[config.mk]
export PLATFORM = sky130hd
export DESIGN_NAME = ps2_host_tx_flat
export DESIGN_NICKNAME = d
export VERILOG_FILES = /design/src/rtl/ps2_pkg.sv /design/src/rtl/ps2_host_tx_if.sv /design/src/rtl/ps2_line_sync.sv /design/src/rtl/ps2_host_tx.sv /design/src/flat_wrapper.sv
export SDC_FILE = /design/constraint.sdc
export NUM_CORES = 1
export LEC_CHECK = 0
export ABC_AREA = 0
export BUFFER_PORTS_ARGS = -buffer_cell sky130_fd_sc_hd__buf_4
export CORE_MARGIN = 5
export CORE_UTILIZATION = 50
export DETAILED_ROUTE_END_ITERATION = 10
export HOLD_SLACK_MARGIN = 0.12
export PLACE_DENSITY = 0.69
export RECOVER_POWER = 50
export SLEW_MARGIN = 20
export SYNTH_ARGS = -nofsm -noshare
export SYNTH_HDL_FRONTEND = slang
export SYNTH_SLANG_ARGS = --single-unit
[constraint.sdc]
create_clock -name clk -period 2.4 [get_ports clk]
set_clock_uncertainty 0.15 [all_clocks]
set_input_delay 0.48 -clock clk [delete_from_list [all_inputs] [get_ports clk]]
set_output_delay 0.48 -clock clk [all_outputs]
set_load 0.02 [all_outputs]
[src/rtl/ps2_pkg.sv]
// Shared PS/2 definitions: host transmitter state encoding, keyboard command bytes and default timing.
package ps2_pkg;

   typedef enum logic [1:0] {
      IDLE,
      INHIBIT,
      WAIT_EDGE,
      WAIT_IDLE
   } tx_state_t;

   localparam logic [7:0] CMD_SET_LEDS = 8'hED;
   localparam logic [7:0] CMD_RESET    = 8'hFF;
   localparam logic [7:0] CMD_ENABLE   = 8'hF4;
   localparam logic [7:0] RESP_ACK     = 8'hFA;

   // 120 us inhibit and 15 ms edge timeout at a 100 MHz system clock
   localparam int DEF_INHIBIT_CYCLES = 12000;
   localparam int DEF_TIMEOUT_CYCLES = 1500000;
   localparam int DEF_CNT_W          = 21;

   function automatic logic odd_parity(input logic [7:0] b);
      return ~^b;
   endfunction

endpackage

[src/rtl/ps2_host_tx_if.sv]
// Command handshake and completion status between a PS/2 command issuer and the host transmitter.
interface ps2_host_tx_if;
   logic [7:0] tx_data;
   logic       tx_valid;
   logic       tx_ready;
   logic       busy;
   logic       done;
   logic       ack_ok;
   logic       err;

   modport master (output tx_data, tx_valid, input tx_ready, busy, done, ack_ok, err);
   modport slave  (input tx_data, tx_valid, output tx_ready, busy, done, ack_ok, err);
endinterface

[src/rtl/ps2_line_sync.sv]
// Two-flop synchroniser for the raw PS/2 clock and data lines plus falling-edge detect on the clock.
module ps2_line_sync (
   input  logic clk,
   input  logic rst,
   input  logic clk_raw,
   input  logic data_raw,
   output logic clk_sync,
   output logic data_sync,
   output logic clk_fall
);

   logic [1:0] clk_ff;
   logic [1:0] data_ff;
   logic       clk_prev;

   // Reset to the idle (released, high) level so leaving reset never fakes a falling edge
   always_ff @(posedge clk) begin
      if (!rst) begin
         clk_ff   <= 2'b11;
         data_ff  <= 2'b11;
         clk_prev <= 1'b1;
      end else begin
         clk_ff   <= {clk_ff[0], clk_raw};
         data_ff  <= {data_ff[0], data_raw};
         clk_prev <= clk_ff[1];
      end
   end

   assign clk_sync  = clk_ff[1];
   assign data_sync = data_ff[1];
   assign clk_fall  = clk_prev & ~clk_ff[1];

endmodule

[src/rtl/ps2_host_tx.sv]
// PS/2 host-to-device transmitter: sends one command byte to the keyboard and reports the device ACK.
module ps2_host_tx
   import ps2_pkg::*;
#(
   parameter int INHIBIT_CYCLES = DEF_INHIBIT_CYCLES,
   parameter int TIMEOUT_CYCLES = DEF_TIMEOUT_CYCLES,
   parameter int CNT_W          = DEF_CNT_W
) (
   input  logic         clk,
   input  logic         rst,
   ps2_host_tx_if.slave bus,
   input  logic         ps2_clk_in,
   input  logic         ps2_data_in,
   output logic         ps2_clk_oe,
   output logic         ps2_data_oe
);

   localparam logic [CNT_W-1:0] INH_LAST  = CNT_W'(INHIBIT_CYCLES - 1);
   localparam logic [CNT_W-1:0] TO_LAST   = CNT_W'(TIMEOUT_CYCLES - 1);
   localparam logic [CNT_W-1:0] TIMER_MAX = '1;

   tx_state_t        state, state_n;
   logic [CNT_W-1:0] timer, timer_n;
   logic [3:0]       bitcnt, bitcnt_n;
   logic [8:0]       shift, shift_n;
   logic             clk_oe, clk_oe_n;
   logic             data_oe, data_oe_n;
   logic             ack_r, ack_r_n;
   logic             done_q, done_n;
   logic             ack_q, ack_n;
   logic             err_q, err_n;

   logic clk_s, data_s, clk_fall;

   ps2_line_sync u_sync (
      .clk       (clk),
      .rst       (rst),
      .clk_raw   (ps2_clk_in),
      .data_raw  (ps2_data_in),
      .clk_sync  (clk_s),
      .data_sync (data_s),
      .clk_fall  (clk_fall)
   );

   always_ff @(posedge clk) begin
      if (!rst) begin
         state   <= IDLE;
         timer   <= '0;
         bitcnt  <= '0;
         shift   <= '0;
         clk_oe  <= 1'b0;
         data_oe <= 1'b0;
         ack_r   <= 1'b0;
         done_q  <= 1'b0;
         ack_q   <= 1'b0;
         err_q   <= 1'b0;
      end else begin
         state   <= state_n;
         timer   <= timer_n;
         bitcnt  <= bitcnt_n;
         shift   <= shift_n;
         clk_oe  <= clk_oe_n;
         data_oe <= data_oe_n;
         ack_r   <= ack_r_n;
         done_q  <= done_n;
         ack_q   <= ack_n;
         err_q   <= err_n;
      end
   end

   // Line enables are registered next-state values, so each bit changes one cycle after its device clock fall
   always_comb begin
      state_n   = state;
      timer_n   = (timer == TIMER_MAX) ? timer : timer + 1'b1;
      bitcnt_n  = bitcnt;
      shift_n   = shift;
      clk_oe_n  = clk_oe;
      data_oe_n = data_oe;
      ack_r_n   = ack_r;
      done_n    = 1'b0;
      ack_n     = 1'b0;
      err_n     = 1'b0;

      unique case (state)
         IDLE: begin
            timer_n   = '0;
            clk_oe_n  = 1'b0;
            data_oe_n = 1'b0;
            if (bus.tx_valid) begin
               shift_n  = {odd_parity(bus.tx_data), bus.tx_data};
               bitcnt_n = '0;
               clk_oe_n = 1'b1;
               state_n  = INHIBIT;
            end
         end

         INHIBIT: begin
            if (timer == INH_LAST) begin
               clk_oe_n  = 1'b0;
               data_oe_n = 1'b1;
               timer_n   = '0;
               state_n   = WAIT_EDGE;
            end
         end

         WAIT_EDGE: begin
            if (clk_fall) begin
               timer_n = '0;
               if (bitcnt <= 4'd8) begin
                  data_oe_n = ~shift[0];
                  shift_n   = {1'b0, shift[8:1]};
                  bitcnt_n  = bitcnt + 4'd1;
               end else if (bitcnt == 4'd9) begin
                  data_oe_n = 1'b0;
                  bitcnt_n  = 4'd10;
               end else begin
                  ack_r_n = ~data_s;
                  state_n = WAIT_IDLE;
               end
            end else if (timer == TO_LAST) begin
               clk_oe_n  = 1'b0;
               data_oe_n = 1'b0;
               done_n    = 1'b1;
               err_n     = 1'b1;
               state_n   = IDLE;
            end
         end

         WAIT_IDLE: begin
            if (clk_s && data_s) begin
               done_n  = 1'b1;
               ack_n   = ack_r;
               state_n = IDLE;
            end else if (timer == TO_LAST) begin
               clk_oe_n  = 1'b0;
               data_oe_n = 1'b0;
               done_n    = 1'b1;
               err_n     = 1'b1;
               state_n   = IDLE;
            end
         end

         default: state_n = IDLE;
      endcase
   end

   assign bus.tx_ready = (state == IDLE);
   assign bus.busy     = (state != IDLE);
   assign bus.done     = done_q;
   assign bus.ack_ok   = ack_q;
   assign bus.err      = err_q;
   assign ps2_clk_oe   = clk_oe;
   assign ps2_data_oe  = data_oe;

endmodule

[src/flat_wrapper.sv]
// flat-port wrapper written by rule: the top's interface ports become plain ports
module ps2_host_tx_flat import ps2_pkg::*;
#(
   parameter int INHIBIT_CYCLES = DEF_INHIBIT_CYCLES,
   parameter int TIMEOUT_CYCLES = DEF_TIMEOUT_CYCLES,
   parameter int CNT_W          = DEF_CNT_W
)
  (clk, rst, ps2_clk_in, ps2_data_in, ps2_clk_oe, ps2_data_oe, bus_tx_data, bus_tx_valid, bus_tx_ready, bus_busy, bus_done, bus_ack_ok, bus_err);
  ps2_host_tx_if bus_i ();
  input  logic clk;
  input  logic rst;
  input  logic ps2_clk_in;
  input  logic ps2_data_in;
  output logic ps2_clk_oe;
  output logic ps2_data_oe;
  input wire logic [$bits(bus_i.tx_data)-1:0] bus_tx_data;
  input wire logic [$bits(bus_i.tx_valid)-1:0] bus_tx_valid;
  output wire logic [$bits(bus_i.tx_ready)-1:0] bus_tx_ready;
  output wire logic [$bits(bus_i.busy)-1:0] bus_busy;
  output wire logic [$bits(bus_i.done)-1:0] bus_done;
  output wire logic [$bits(bus_i.ack_ok)-1:0] bus_ack_ok;
  output wire logic [$bits(bus_i.err)-1:0] bus_err;
  assign bus_i.tx_data = bus_tx_data;
  assign bus_i.tx_valid = bus_tx_valid;
  assign bus_tx_ready = bus_i.tx_ready;
  assign bus_busy = bus_i.busy;
  assign bus_done = bus_i.done;
  assign bus_ack_ok = bus_i.ack_ok;
  assign bus_err = bus_i.err;
  ps2_host_tx #(.INHIBIT_CYCLES(INHIBIT_CYCLES), .TIMEOUT_CYCLES(TIMEOUT_CYCLES), .CNT_W(CNT_W)) u_core (.clk(clk), .rst(rst), .bus(bus_i), .ps2_clk_in(ps2_clk_in), .ps2_data_in(ps2_data_in), .ps2_clk_oe(ps2_clk_oe), .ps2_data_oe(ps2_data_oe));
endmodule
Word level (Yosys, flattened, before mapping)
Cells that the tools add are included.
{ "word_totals": {"ff_bits": 47, "output_inout_bits": 7} }
{ "classes": {"add_sub_neg": 2, "magnitude_cmp": 1, "n_eq_ne": 17, "mux": 40, "n_bitwise": 6, "n_reduce_logical": 12} }
{ "op_table": {"columns": ["cell", "n"], "rows": [
  ["two-way mux 21 bit", 3],
  ["case mux 21 bit (3 select lines)", 1],
  ["== test 21 bit (second input constant)", 2],
  ["two-way mux 9 bit", 3],
  ["adder 21 x 1 -> 21 bit (second input constant)", 1],
  ["== test 21 x 14 -> 1 bit (second input constant)", 1],
  ["case mux 9 bit (2 select lines)", 1],
  ["two-way mux 4 bit", 4],
  ["AND reduction 4 bit", 4],
  ["two-way mux 1 bit", 15],
  ["two-way mux 2 bit", 7],
  ["AND reduction 3 bit", 3],
  ["case mux 1 bit (4 select lines)", 2],
  ["case mux 2 bit (4 select lines)", 1],
  ["case mux 4 bit (2 select lines)", 1],
  ["XNOR reduction 8 bit", 1],
  ["inequality test 2 x 1 -> 1 bit (second input constant)", 3],
  ["inequality test 2 bit (second input constant)", 3],
  ["inequality test 3 bit (second input constant)", 2],
  ["inverter 1 bit", 5],
  ["adder 4 x 1 -> 4 bit (second input constant)", 1],
  ["== test 2 bit (second input constant)", 2],
  ["== test 4 bit (second input constant)", 1],
  ["less-or-equal comparator 4 bit (second input constant)", 1],
  ["8 further kinds", 10]
]} }

Longest topological paths before layout
Gate-level depths: netlist (run 1).
{ "logic_depth": {"ltp_word": 5, "mapped_depth": 7, "mapped_depth_nobuf": 7} }

Hierarchy
A second synthesis (run 1) with hierarchy kept.
{ "hier_totals": {"cells_unflattened": 285, "area_unflattened_um2": 2396.0} }
{ "by_module_without_submodules": {"columns": ["mod", "instances", "cells_per_inst", "area_each_um2", "seq_area_each_um2"], "rows": [
  ["ps2_host_tx", 1, 274, 2258.4, 840.8],
  ["ps2_line_sync", 1, 11, 137.6, 100.1]
]} }

Worst setup path after synthesis (run 1)
Ideal clock, no wire load.
{ "synth_path": {"kind": "register to register", "from": "register u_core.timer[12]", "to": "register u_core.clk_oe (netlist: u_core.ps2_clk_oe)", "setup_ns": 0.117, "arrival_time_ns": 1.825, "t_required_ns": 2.133, "setup_slack_ns": 0.307, "stages_incl_launch_ff": 6, "n_path_buf": 0, "synth_period_minus_slack_ns": 2.093, "cell_sequence": "dfxtp_1 or4b_4 nor4_4 nand2_2 or3_1 a32o_1"} }
{ "synth_between": {"elab_chain_len": 4} }
{ "synth_rtl": {"columns": ["item", "line_no", "source"], "rows": [
  ["from (decl)", "ps2_host_tx.sv:23", "logic [CNT_W-1:0] timer, timer_n;"],
  ["from (signal assigned)", "ps2_host_tx.sv:59", "timer <= timer_n;"],
  ["== test 21 bit", "ps2_host_tx.sv:120, ps2_host_tx.sv:134", null],
  ["two-way mux 1 bit", null, null],
  ["two-way mux 1 bit (on tied branches)", null, null],
  ["case mux 1 bit (4 select lines)", null, null],
  ["to (signal assigned)", "ps2_host_tx.sv:62", "clk_oe <= clk_oe_n;"],
  ["to (decl)", "ps2_host_tx.sv:26", "logic clk_oe, clk_oe_n;"]
]} }
Parallel ways exist; a longest one is shown, timed or not. The select of a mux whose other input is x is not followed.
A chain may end at the register's enable or synchronous reset.

Worst setup path in the final report (run 1)
Same ends and word-level chain as after synthesis.

==> reports/summary.md, run 1 <==
The flow ran to the end, and the final reports show no timing, DRC or antenna violations. The number of antenna diodes in the final layout is 0. The number of setup buffers added after CTS is 0.

The top cell types in the final layout, fill and taps aside, are dfxtp_1 (47), nor2_1 (33), nand2_1 (30). The run gives 5 as the clock buffer count from CTS. The tools report the leakage power summed over all cells as 0.948 nW. The non-filler instance count after layout came out at 357. Counting both buffers and inverters, the worst setup path holds a total of 0. In this run, the number of DRC markers left after iteration 0 of detailed routing was 78.

For the sequential area share after synthesis, the log shows 0.392. The worst path in the final design needs a cycle of 2.19 ns, including I/O delays and setup. The adder-cell share of the synthesized area is 0.0208, and the area growth from synthesis to layout is 11.6%.

For the clock sink count, the log shows 47. For this run, the leading register cell type out of synthesis is dfxtp_1. The simple-gate share of the synthesized area is 0.283. The run gives 4730 microns as the final wirelength.

At the pin with the least slew margin, the transition time is 0.507 ns. The logs give 1844 for the number of global-route vias before repair and 0 for the post-cts hold buffer count. The critical path goes through or4b_4 > nor4_4 > nand2_2 > or3_1 > a32o_1. Counting distinct cell types in the post-synthesis netlist gives 54. Timing would allow up to 0.457 GHz.

For this run, design rule violations remaining after detail routing come to 0. The final hold violation count was 0. The total track usage was 0.165. The kind of capture point of the worst setup path is a register. The number of gates resized after CTS was 0. The count of mapped cells out of synthesis was 279. Leaving out fill and tap cells, the most frequent cell in the layout is dfxtp_1. The startpoint identified for the worst register-to-register timing path is u_core.timer[12]. No sink is reached through more buffers than the 2 on the longest clock path. The register-to-register setup slack came out at 0.21 ns.

Data on the critical path is required at its endpoint by 2.44 ns. Clock slew seen by the registers of the worst setup and hold paths: 0.08 ns. The synthesized design contains 47 register bits. In this run the cell area of the synthesized design comes to 2400 sq um.

At the later pin of the worst-skew pair, clock insertion delay measures 0.29 ns. Yosys printed 0 warnings. The power per cell area came out at 552 nW/um^2.

The setup-violating endpoint count in the final report was 0. The run gives 350 as the number of placed instances with taps included. The mux share of post-synthesis cell area is 0.0130, and the end-of-flow core utilization is 0.571. Entering global routing, the biggest net connects 22 pins. The most critical setup path has its startpoint at u_core.timer[12].

The die covers 6290 sq um. The root buffer cell chosen for the clock tree is clkbuf_8. Among cell families on the critical path, the largest total delay comes from simple AND/OR/NAND/NOR gates. In this run, synthesis inferred 0 flip-flops with an integrated enable. In this run the worst hold path is classified as in -> reg. The filler cells instantiated in the layout total 463.

VDD sags by at most 272 uV. Of all nets on the critical path, the largest fanout is 6. The fraction of registers with async set/reset came out at 0. In this run the remaining antenna-violating nets after routing total 0.

The final layout contains 320 nets. Global routing finished with a remaining overflow of 0. In the final timing run, aggregate negative setup slack is 0 ns. The complex-gate fraction of the synthesized area is 0.166, and the initial antenna violation count is 0. The logs give 2 for the level count of the clock H-tree and 0.512 for the starting utilization of the core area. The top-level port count is 20. Max-cap violations in this run came to 0.

Post-synthesis xor/xnor area fraction: 0.0803. The run gives 3450 microns as the placed wire-length estimate. The die is 79.3 microns wide.

The first-pass GRT wire length was 8340 microns; the number of slew-limit violations in the final report was 0. The floorplan has 25 rows. The largest family of logic cells by synthesized area is simple AND/OR/NAND/NOR gates. The average wire length per cell after detail routing was 13.2 microns; the tightest slew margin relative to the limit was 0.662.

STA classifies the critical path startpoint as a register. Setup repair after global routing left no endpoint under its margin. TritonCTS built the clock tree.

The via count normalized by instance count was 5.65. In this design, the stage delay of the slowest critical-path cell is 0.57 ns. The arrival time at the worst endpoint came out at 2.23 ns.

Worst min-delay path startpoint: ps2_clk_in. The congestion estimate from routability-driven global placement came to 0.845. For the total chip power, the log shows 1.48 mW. In this run the tool buffered the top-level ports with 19 buffer cells. The slowest stage of the critical path is the or4b_4 cell. The first TritonRoute pass finished after 4 iterations. The number of nets in the synthesized netlist is 296.

The critical path is of the reg -> reg type. Across all layers, the routed design uses 2018 vias. The mean cell area of the mapped netlist was 8.61 sq um.

Measured along the y axis, the die boundary spans 79.3 microns. Part of the cycle the worst path needs: 0.911. For the core area, the log shows 4690 sq um. Share of final-layout standard cells stronger than drive strength 1: 0.122.
==> per-stage QoR <==
stage	area [sq um]	setup WS, ns	hold WS [ns]
after global placement	2620	0.265	0.237
after CTS	2720	0.205	0.208
after detailed placement	2620	0.217	0.243
final	2680	0.213	0.216
after floorplan	2400	0.307	0.236
after global routing	2680	0.0691	0.216
==> flip-flops by register name, indices dropped and copies added (netlist names), 2 cells and up <==
signal and count:
u_core.timer 21, u_core.u_sync.data_ff 2, u_core.state 2, u_core.bitcnt 4, u_core.shift 9, u_core.u_sync.clk_ff 2
==> cells in the mapped netlist (3+ instances only) <==
library cell | instances | area, sq um
a211oi_1 | 3 | 22.5
a21oi_1 | 11 | 55.1
a311oi_1 | 11 | 96.3
and2_1 | 3 | 18.8
and3_1 | 3 | 18.8
and4_1 | 4 | 35.0
buf_2 | 3 | 15.0
clkbuf_1 | 4 | 15.0
dfxtp_1 | 47 | 941
ha_1 | 4 | 50.1
inv_1 | 9 | 33.8
nand2_1 | 30 | 113
nand2b_1 | 10 | 62.6
nand3_1 | 5 | 25.0
nand4_1 | 11 | 68.8
nor2_1 | 33 | 124
nor3_1 | 6 | 30.0
o211ai_1 | 7 | 52.6
o21ai_0 | 10 | 50.1
or3_1 | 3 | 18.8
xnor2_1 | 9 | 78.8
xor2_1 | 13 | 114
==> cell families (layout without fill, tap and decap cells) <==
group	Yosys count	in the layout
AND/OR/NAND/NOR	126	126
adder cells (fa/ha/maj)	4	4
XOR/XNOR	22	22
AO/OA/AOI/OAI	57	57
flip-flops	47	47
buffers and inverters	20	44
multiplexers	3	3
==> worst paths after layout <==
path | endpoint | depth (start not counted)
hold reg to reg | u_core.u_sync.data_ff[1] | 1
setup / recovery | u_core.ps2_clk_oe | 5
hold / removal | u_core.u_sync.clk_ff[0] | 2
setup reg to reg | u_core.ps2_clk_oe | 5
==> power by group <==
part	switching, mW	internal (mW)
logic	0.0610	0.0568
clock network	0.239	0.305
registers	0.0150	0.801
total	0.315	1.16
==> cell type report <==
class | instances | area [sq um] | share of cell area
Multi-Input combinational cell | 212 | 1350 | 0.503
Sequential cell | 47 | 941 | 0.351
Timing Repair Buffer | 28 | 186 | 0.0696
Clock buffer | 6 | 72.6 | 0.0271
Tap cell | 54 | 67.6 | 0.0252
Inverter | 9 | 33.8 | 0.0126
Clock inverter | 1 | 30.0 | 0.0112
==> layer usage <==
| metal | GRT usage | part of all wire | vias up |
|---|---|---|---|
| met1 | 0.217 | 0.49 | 935 |
| met2 | 0.262 | 0.47 | 26 |
| met3 | 0.0385 | 0.033 | 4 |
| li1 | - | - | 1053 |
| met4 | 0.0601 | 0.013 | 0 |
| met5 | 0 | 0 | - |
Power figures use the tool's default switching activity.
==> inputs of run 2 (changes only) <==
==> constraint.sdc (replaced) <==
create_clock -name clk -period 2.44 [get_ports clk]
set_clock_uncertainty 0.15 [all_clocks]
set_input_delay 0.488 -clock clk [delete_from_list [all_inputs] [get_ports clk]]
set_output_delay 0.488 -clock clk [all_outputs]
set_load 0.02 [all_outputs]
==> reports/summary.md, run 2 (same netlist as run 1, synthesis figures left out) <==
The logs give 2 for the level count of the clock H-tree and 242 uV for the peak supply drop. The post-route antenna net violation count was 0. The clock tree root driver cell is clkbuf_8. Across the run, the number of max-cap violations was 0. The logs give 2 for the maximum number of buffers from clock root to sink and 0 for the post-cts sizing count. The startpoint class of the critical path was a register. The worst setup path is captured at a register. The run gives 4700 microns as the final wirelength. Setup repair after global routing left no endpoint under its margin. Final hold violation count: 0. The placement-stage cell area is 2590 sq um, and the number of buffers inserted by port buffering is 19. Counting every sink on the clock net gives 47. The number of global-route vias before repair was 1879; the final design instance area without fill was 2640 sq um. The share of final-layout standard cells stronger than drive strength 1 was 0.120; the starting utilization of the core area was 0.512. The logs give 1.38 mW for the total chip power and 4690 sq um for the core area. The part of the cycle the worst path needs came out at 0.905.

From synthesis to final layout, the design area changed by 10.0%. For the worst setup path, the data arrival time is 2.25 ns. The class of the tightest hold or removal check was in -> reg. Ranked by flip-flop count, first place goes to u_core.timer.

For the tightest slew margin relative to the limit, the log shows 0.653. Worst hold slack across all endpoints: 0.220 ns. The site row count is 25.

Data on the critical path is required at its endpoint by 2.48 ns. The initial antenna violation count is 0, and the via count normalized by instance count is 5.62. The power per cell area was 521 nW/um^2.

Clock buffer count from CTS: 5. The post-cts hold buffer count is 0. The setup path with the least slack is of type reg -> reg. The top cell types in the final layout, fill and taps aside, are dfxtp_1 (47), nor2_1 (33), nand2_1 (31). From bottom edge to top edge, the die measures 79.3 microns. The tools report the top-level port count as 20. The leading cell type in the layout, fill and taps excluded is dfxtp_1. The tools report the setup total negative slack as 0 ns. At the pin with the least slew margin, the transition time is 0.521 ns. Once the clock tree was built, the setup fixing pass inserted 0 buffers. The final weighted congestion in routability-driven placement is 0.817. The clock period minus worst slack came out at 2.21 ns. The later pin in the worst-skew pair is clocked with a latency of 0.29 ns. Entering global routing, the biggest net connects 22 pins. The number of antenna diodes in the final layout is 0. The flow ran to the end, and the final reports show no timing, DRC or antenna violations. For the remaining routing DRC violations, the log shows 0.

The floorplan step set the die width to 79.3 microns. The first global-routing pass estimated 8470 microns of wire. The largest registers in the layout are u_core.timer: 21 flops, u_core.shift: 9 flops, u_core.bitcnt: 4 flops. The run gives 6290 sq um as the area of the die.

After the last flow step, the layout net total stands at 318. The total track usage is 0.166, and the end-of-flow core utilization is 0.563. The first detailed-routing pass ran for 4 iterations.

After the first detailed-routing iteration, the DRC count stood at 82. TritonCTS built the clock tree. The number of slew-limit violations in the final report is 0. The analysis attributes to cell leakage a power of 0.930 nW. The register with the most flip-flops in the layout has 21 of them. After clock tree synthesis, the clock-pin slew on the worst setup and hold paths is 0.08 ns. The worst hold path was traced through 2 stages. Measured in cells, the most critical reg-to-reg path has a length of 5. The via count of the routed design was 1995; the placed wire-length estimate was 3440 microns. The setup-violating endpoint count in the final report was 0; the layout filler cell count was 471.

The sum of overflow across all layers after global routing was 0. In the final routed layout, each cell accounts on average for 13.2 microns. Static timing analysis puts the maximum clock frequency at 0.453 GHz. The peak fanout along the critical path was 6.
[run 2: cell count changes in the layout (fill, tap and decap cells not counted), sizes merged]
cell	before	now
clkbuf	16	15
clkinv	0	1
buf	18	17
bufinv	1	0
[run 2: path summary, 6_finish.rpt]
path,start,to,slack [ns]
setup reg to reg,u_core.timer[12],u_core.ps2_clk_oe,0.23
hold / removal,ps2_clk_in,u_core.u_sync.clk_ff[0],0.22
setup / recovery,u_core.timer[12],u_core.ps2_clk_oe,0.23
hold reg to reg,u_core.u_sync.data_ff[0],u_core.u_sync.data_ff[1],0.26
[run 2: power breakdown]
| part | internal, mW | switching [mW] |
|---|---|---|
| Sequential | 0.788 | 0.0118 |
| Clock | 0.222 | 0.236 |
| Combinational | 0.0554 | 0.0635 |
| Total | 1.07 | 0.312 |
[run 2: final cells by class]
| class | instances | area [sq um] | area share |
|---|---|---|---|
| well taps | 54 | 67.6 | 0.0256 |
| clock inverters | 1 | 5.00 | 0.00189 |
| inverters | 9 | 33.8 | 0.0128 |
| repair buffers | 26 | 163 | 0.0616 |
| clock buffers | 6 | 82.6 | 0.0313 |
| multi-input cells | 212 | 1350 | 0.511 |
| flip-flops and latches | 47 | 941 | 0.356 |
[run 2: metal layers]
| metal | track usage | up-vias | share of wire |
|---|---|---|---|
| met3 | 0.0374 | 5 | 0.028 |
| met4 | 0.0515 | 0 | 0.011 |
| met1 | 0.219 | 920 | 0.49 |
| met2 | 0.270 | 28 | 0.47 |
| met5 | 0 | - | 0 |
| li1 | - | 1042 | - |
[run 2: worst max-delay path, stage by stage (launching register included)]
cell	delay, ns
dfxtp_1	0.36
or4b_4	0.57
nor4_4	0.27
nand2_1	0.17
or3_1	0.37
a32o_1	0.22
[run 2: through the flow]
stage | setup slack [ns] | std cells
floorplan | 0.347 | 279
global placement | 0.305 | 348
detailed placement | 0.278 | 348
CTS | 0.258 | 355
global route | 0.0802 | 355
finish | 0.233 | 355
